--- config.mk ---
export PLATFORM = sky130hd
export DESIGN_NAME = alu_op_sequencer
export DESIGN_NICKNAME = d
export VERILOG_FILES = /design/src/rtl/alu_op_sequencer.sv
export SDC_FILE = /design/constraint.sdc
export NUM_CORES = 1
export LEC_CHECK = 0
export BUFFER_PORTS_ARGS = -buffer_cell sky130_fd_sc_hd__buf_2
export CORE_MARGIN = 2
export CORE_UTILIZATION = 45
export CTS_BUF_LIST = sky130_fd_sc_hd__clkbuf_8
export DETAILED_ROUTE_END_ITERATION = 12
export PLACE_DENSITY = 0.67
export SETUP_SLACK_MARGIN = 0.3
export SLEW_MARGIN = 5
export SYNTH_ARGS = -nofsm -noshare
export SYNTH_HDL_FRONTEND = slang
export SYNTH_SLANG_ARGS = --single-unit
--- constraint.sdc ---
create_clock -name clk -period 2.6 [get_ports clk]
set_clock_uncertainty 0.1 [all_clocks]
set_input_delay 0 -clock clk [delete_from_list [all_inputs] [get_ports clk]]
set_output_delay 0 -clock clk [all_outputs]
set_load 0.1 [all_outputs]
--- src/rtl/alu_op_sequencer.sv ---
// alu_op_sequencer: owns the ALU control inputs. It issues one operation per
// start request. Single-cycle ops (ADD/SUB/AND/OR/XOR/SWAP) finish after one
// execute cycle. 8x8 multiplies run as 8 shift-add passes through the ALU adder.
// The result and flags are registered, and a one-cycle done pulse marks completion.
module alu_op_sequencer (
  input  logic        clk,
  input  logic        rst,
  input  logic        start,
  input  logic [2:0]  op,
  input  logic        imm_en,
  input  logic [15:0] a,
  input  logic [15:0] b,
  input  logic [7:0]  imm,
  output logic [15:0] alu_x,
  output logic [15:0] alu_y,
  output logic [7:0]  alu_instr,
  output logic        alu_y_src_sel,
  output logic [2:0]  alu_z_src_sel,
  output logic        alu_add_sub_sel,
  input  logic [15:0] alu_z,
  input  logic        alu_cy,
  input  logic        alu_ov,
  output logic        busy,
  output logic        done,
  output logic [15:0] result,
  output logic        flag_cy,
  output logic        flag_ov,
  output logic        flag_z,
  output logic        flag_s
);

  typedef enum logic [1:0] {S_IDLE, S_EXEC, S_MUL} state_t;
  typedef enum logic [2:0] {
    OP_ADD  = 3'b000, OP_SUB  = 3'b001, OP_AND  = 3'b010, OP_OR   = 3'b011,
    OP_XOR  = 3'b100, OP_SWAP = 3'b101, OP_UMUL = 3'b110, OP_SMUL = 3'b111
  } op_t;

  state_t      state;
  op_t         op_r;
  logic [15:0] a_r;
  logic [15:0] b_r;
  logic [7:0]  imm_r;
  logic        imm_en_r;
  logic [2:0]  cnt;
  logic [15:0] acc;

  logic        is_arith;
  logic [15:0] mcand;

  assign is_arith = (op_r == OP_ADD) || (op_r == OP_SUB);
  assign mcand    = (op_r == OP_SMUL) ? {{8{a_r[7]}}, a_r[7:0]} : {8'h00, a_r[7:0]};

  // ALU control decode from registered state; everything is zero outside EXEC/MUL.
  always_comb begin
    alu_x           = '0;
    alu_y           = '0;
    alu_instr       = '0;
    alu_y_src_sel   = 1'b0;
    alu_z_src_sel   = 3'b000;
    alu_add_sub_sel = 1'b0;
    case (state)
      S_EXEC: begin
        alu_x           = a_r;
        alu_y           = b_r;
        alu_instr       = imm_r;
        alu_add_sub_sel = (op_r == OP_SUB);
        alu_y_src_sel   = imm_en_r & is_arith;
        case (op_r)
          OP_AND:  alu_z_src_sel = 3'b001;
          OP_OR:   alu_z_src_sel = 3'b010;
          OP_XOR:  alu_z_src_sel = 3'b011;
          OP_SWAP: alu_z_src_sel = 3'b101;
          default: alu_z_src_sel = 3'b000;
        endcase
      end
      S_MUL: begin
        alu_x = acc;
        alu_y = b_r[cnt] ? (mcand << cnt) : '0;
        // The multiplier MSB carries weight -2^7 for signed multiplies.
        alu_add_sub_sel = (op_r == OP_SMUL) && (cnt == 3'd7);
      end
      default: ;
    endcase
  end

  // Sequencer FSM: accept, execute or iterate, then register result, flags and done.
  always_ff @(posedge clk or posedge rst) begin
    if (rst) begin
      state    <= S_IDLE;
      op_r     <= OP_ADD;
      a_r      <= '0;
      b_r      <= '0;
      imm_r    <= '0;
      imm_en_r <= 1'b0;
      cnt      <= '0;
      acc      <= '0;
      busy     <= 1'b0;
      done     <= 1'b0;
      result   <= '0;
      flag_cy  <= 1'b0;
      flag_ov  <= 1'b0;
      flag_z   <= 1'b0;
      flag_s   <= 1'b0;
    end else begin
      done <= 1'b0;
      case (state)
        S_IDLE: begin
          if (start) begin
            op_r     <= op_t'(op);
            a_r      <= a;
            b_r      <= b;
            imm_r    <= imm;
            imm_en_r <= imm_en;
            cnt      <= '0;
            acc      <= '0;
            busy     <= 1'b1;
            state    <= op[2] & op[1] ? S_MUL : S_EXEC;
          end
        end
        S_EXEC: begin
          result <= alu_z;
          flag_z <= (alu_z == 16'h0000);
          flag_s <= alu_z[15];
          if (is_arith) begin
            flag_cy <= alu_cy;
            flag_ov <= alu_ov;
          end
          done  <= 1'b1;
          busy  <= 1'b0;
          state <= S_IDLE;
        end
        S_MUL: begin
          acc <= alu_z;
          cnt <= cnt + 3'd1;
          if (cnt == 3'd7) begin
            result <= alu_z;
            flag_z <= (alu_z == 16'h0000);
            flag_s <= alu_z[15];
            done   <= 1'b1;
            busy   <= 1'b0;
            state  <= S_IDLE;
          end
        end
        default: state <= S_IDLE;
      endcase
    end
  end

endmodule

# [Yosys cells after proc, flatten, opt, wreduce, memory -nomap -nowiden]
# Cells that the tools add are included.
[classes] magnitude_cmp=1 reduce_logical=14 shifts=1 muxes=30 n_eq_ne=11 addsub=1 bitwise=2
[ops] op="case mux 16 bit (2 select lines)" count=4
[ops] op="two-way mux 16 bit" count=4
[ops] op="zero test 16 bit" count=1
[ops] op="<< shifter 16 x 3 -> 16 bit" count=1
[ops] op="== test 3 bit, second input constant" count=4
[ops] op="case mux 3 bit (4 select lines)" count=1
[ops] op="AND reduction 2 bit" count=5
[ops] op="two-way mux 8 bit" count=1
[ops] op="case mux 1 bit (2 select lines)" count=4
[ops] op="two-way mux 1 bit" count=7
[ops] op="== test 3 x 2 -> 1 bit, second input constant" count=2
[ops] op="two-way mux 2 bit" count=3
[ops] op="two-way mux 3 bit" count=2
[ops] op="case mux 3 bit (2 select lines)" count=1
[ops] op="less-than comparator 3 x 5 -> 1 bit, second input constant" count=1
[ops] op="!= test 2 bit, second input constant" count=2
[ops] op="case mux 2 bit (2 select lines)" count=1
[ops] op="nonzero test 2 bit" count=2
[ops] op="adder 3 x 1 -> 3 bit, second input constant" count=1
[ops] op="binary-select mux 1 bit (select 3 bit)" count=1
[ops] op="== test 3 x 1 -> 1 bit, second input constant" count=1
[ops] op="zero test 3 bit" count=1
[ops] op="case mux 1 bit (3 select lines)" count=1
[ops] op="AND reduction 3 bit" count=1
[ops] op="other kinds (7)" count=8
[word_totals] word_cells=75 reg_bits=87 in_bits=65

# [Depth between registers and ports, before layout]
[logic_depth] word_depth=5 ltp_mapped=9

# [Worst setup path after synthesis]
# Ideal clock, no wire load.
[synth_path] path_type="register to output" startpoint="register state[1]" endpoint="output alu_z_src_sel[0]" required_time_ps=2500 path_slack_ps=-882 n_path_buf=2 t_arrival_ps=3382 stages_incl_launch_ff=6 path_cell_list="dfrtp_1 inv_1 ha_1 clkbuf_1 buf_2 a21boi_0"
[synth_via] elab_chain_len=2
[synth_lines] element="start, declared" line="38" rtl="state_t state;"
[synth_lines] element="start signal, assigned" line="117" rtl="state <= op[2] & op[1] ? S_MUL : S_EXEC;"
[synth_lines] element="== test 2 x 1 -> 1 bit" line="61" rtl="case (state)"
[synth_lines] element="two-way mux 3 bit" line="61"
[synth_lines] element="end, declared" line="18" rtl="output logic [2:0] alu_z_src_sel,"
# Every way passes these cells.

# [Worst setup path in the final report]
[layout_path] startpoint="register cnt[1]" endpoint="output alu_y[12]"
[layout_via] elab_chain_len=4
[layout_lines] element="start, declared" line="44" rtl="logic [2:0] cnt;"
[layout_lines] element="start signal, assigned" line="134" rtl="cnt <= cnt + 3'd1;"
[layout_lines] element="binary-select mux 1 bit (select 3 bit)" line="78" rtl="alu_y = b_r[cnt] ? (mcand << cnt) : '0;"
[layout_lines] element="two-way mux 1 bit (not written as such)" line="78"
[layout_lines] element="two-way mux 16 bit (*)" line="78"
[layout_lines] element="case mux 16 bit (2 select lines) (*)" line="61"
[layout_lines] element="end, declared" line="15" rtl="output logic [15:0] alu_y,"
# Mark *: on every way between the ends. The rest lies on a longest branch, timed or not. The select of a mux whose other input is x is not followed.

==> flow_metrics.env <==
export IMPL_avgViaCountPerCell=5.26
export IMPL_cp_slowest_cell="dfrtp_1"
export IMPL_core_um2=9280
export IMPL_place_congestion=0.854
export IMPL_die_h_um=102
export IMPL_antenna_cells=0
export IMPL_cts_tree="done"
export IMPL_reg2reg_depth=6
export IMPL_grtUsageTotal_pct=23.1
export IMPL_rows=35
export IMPL_finalWorstSetupSlack_ps=398
export IMPL_cts_buffers=9
export IMPL_syn_to_final_growth_pct=56.6
export IMPL_ys_flop_type="dfrtp_1"
export IMPL_setup_viol=0
export IMPL_min_period_ps=2200
export IMPL_antenna_found_initial=0
export IMPL_io_pins=132
export IMPL_rrSetupSlack_ps=490
export IMPL_drv_cap=0
export IMPL_synth_cell_types=45
export IMPL_grt_ovfl_total=0
export IMPL_critPathKind="reg2out"
export IMPL_tightest_slew_ps=1070
export IMPL_grt_pass1_vias=3742
export IMPL_synthArstFlopShare_pct=100
export IMPL_die_area_um2=10400
export IMPL_status="finished clean"
export IMPL_syn_area_per_cell_um2=11.8
export IMPL_postRouteAntennaNets=0
export IMPL_slew_headroom_pct=28.9
export IMPL_fin_nets=634
export IMPL_synth_top_family_by_area="multiplexers"
export IMPL_io_buffers=131
export IMPL_wl_um=11700
export IMPL_ys_ff_latch=86
export IMPL_yosys_warnings=0
export IMPL_timing_rr_end="acc[14]"
export IMPL_hpwl_um=7930
export IMPL_yosys_area_share_simple_pct=8.92
export IMPL_clkTransAtPathRegs_ps=90
export IMPL_first_iter_violations=145
export IMPL_rsz0062_at_grt="yes"
export IMPL_initial_utilization_pct=46.7
export IMPL_routed_via_count=3664
export IMPL_cts_root_buf="clkbuf_8"
export IMPL_htree_levels=3
export IMPL_crit_path_end="alu_y[12]"
export IMPL_synthCells=366
export IMPL_final_layout_size_suffix_gt1_share_pct=44.5
export IMPL_reg2reg_from="state[0]"
export IMPL_syn_area_um2=4330
export IMPL_arrival_ps=2100
export IMPL_hold_path_cell_count=4
export IMPL_synth_nets=437
export IMPL_post_route_period_util_pct=84.7
export IMPL_path_cells="buf_6, mux2i_1, o22ai_4, o211ai_4, o21ai_1, buf_12"
export IMPL_crit_start="cnt[1]"
export IMPL_insertion_delay_ps=350
export IMPL_worstSetupStartpointType="register"
export IMPL_synthMuxAreaShare_pct=21.7
export IMPL_clockBufferDepth=2
export IMPL_hold_path_class="in2reg"
export IMPL_grt_max_degree=48
export IMPL_ys_seq_area_share_pct=49.7
export IMPL_slowest_delay_ps=370
export IMPL_critPathRequiredTime_ps=2500
export IMPL_drcViolationCount=0
export IMPL_synth_xor_area_share_pct=0
export IMPL_fmax_mhz=454
export IMPL_numClockSinks=86
export IMPL_wl_per_cell_um=16.8
export IMPL_synthAdderAreaFrac_pct=1.73
export IMPL_synth_edf_count=0
export IMPL_die_x_um=102
export IMPL_slew_violations=0
export IMPL_grt_pass1_wl_um=18700
export IMPL_dp_slack_ps=374
export IMPL_endpoint_kind="output pin"
export IMPL_synth_compound_area_share_pct=14.0
export IMPL_fin_util_pct=73.1
export IMPL_dr_pass1_iters=4
export IMPL_hold_viol=0
export IMPL_crit_fanout=20
## sequential cells by signal (all words and copies together), names as in the netlist
name and count:
imm_r 8, done 1, flag_ov 1, imm_en_r 1, result 16, busy 1, state 2, cnt 3
op_r 3, flag_cy 1, b_r 16, acc 16, flag_z 1, a_r 16
## worst min-delay path by stage
stage                     startpoint  endpoint  slack [ps]
after floorplan             alu_z[0]    acc[0]          30
after detailed placement        b[5]    b_r[5]         140
after global routing           start   a_r[12]         200
after global placement          a[1]    a_r[1]         130
final                          start      busy         120
after CTS                      start      busy         120
## worst max-delay path: cells and delay by family (launching register included)
| family | cells | cell delay (ps) |
|---|---|---|
| AO/OA/AOI/OAI | 3 | 650 |
| flip-flops | 1 | 370 |
| multiplexers | 1 | 310 |
| buffers and inverters | 2 | 410 |
## cells in the mapped netlist (all sizes together) (2+ instances only)
master  instances  area (µm²)
nand2b          4        25.0
nor2           24        90.1
nand2          24        90.1
clkbuf          5        18.8
a221oi          2        23.8
dfrtp          86        2150
o21ai          14        81.3
nand4           3        18.8
a21oi           7        35.0
buf            20         124
o31ai           2        15.0
a22oi          16         120
nor4            4        25.0
mux2i          23         243
a211oi          2        20.0
a32oi           4        35.0
a22o           19         166
inv             8        30.0
nand3b          2        15.0
and2           12        75.1
o22ai           3        38.8
o21a            2        15.0
mux2           62         698
ha              6        75.1
nand3           3        15.0
## placed cells by master (no fill, tap or decap), drive strengths merged, types with 6 or more instances in the layout
cell,netlist,final
and2,12,12
a22oi,16,16
inv,8,9
ha,6,6
a21oi,7,7
buf,20,148
mux2i,23,23
clkbuf,5,9
dlygate4sd3,0,63
mux2,62,62
a22o,19,19
dfrtp,86,86
o21ai,14,14
nand2,24,24
nor2,24,24
## final cells by class
cell class | count | area [µm²]
Fill cell | 651 | 2500
Sequential cell | 86 | 2150
Timing Repair Buffer | 211 | 2150
Multi-Input combinational cell | 247 | 2100
Tap cell | 129 | 161
Clock buffer | 9 | 124
Clock inverter | 7 | 66.3
Inverter | 8 | 37.5
## kinds of logic after synthesis
logic type | after synthesis
AOI/OAI and AO/OA | 76
buffers and inverters | 33
adders and majority gates | 6
DFF | 86
muxes | 85
and+or+nand+nor | 80
## metrics by stage
stage / hold slack, ps / cell area, µm² / instances / TNS [ps]
after floorplan: 32.5 / 4390 / 366 / -382
after global placement: 132 / 5860 / 614 / 0
after detailed placement: 137 / 5860 / 614 / 0
after CTS: 119 / 6720 / 695 / 0
after global routing: 195 / 6790 / 697 / 0
final: 124 / 6790 / 697 / 0
## repair_timing
action	4_1_cts	5_1_grt
hold buffers	63	0
endpoints found under the setup margin	5	17
pin swaps	0	6
setup buffers	2	2
gates resized for setup	3	10
hold endpoints to repair	127	0
## per-layer routing
layer / vias to the layer above / wire length [µm] / global-route usage (%)
met2: 105 / 5960 / 38.0
met4: 0 / 140 / 5.74
li1: 1725 / - / -
met5: - / 0 / 0
met1: 1820 / 4950 / 30.7
met3: 14 / 657 / 6.16
Power is left out: the tool's default activity adds up to more than one toggle a clock period on the data nets, which glitch-free logic cannot reach.
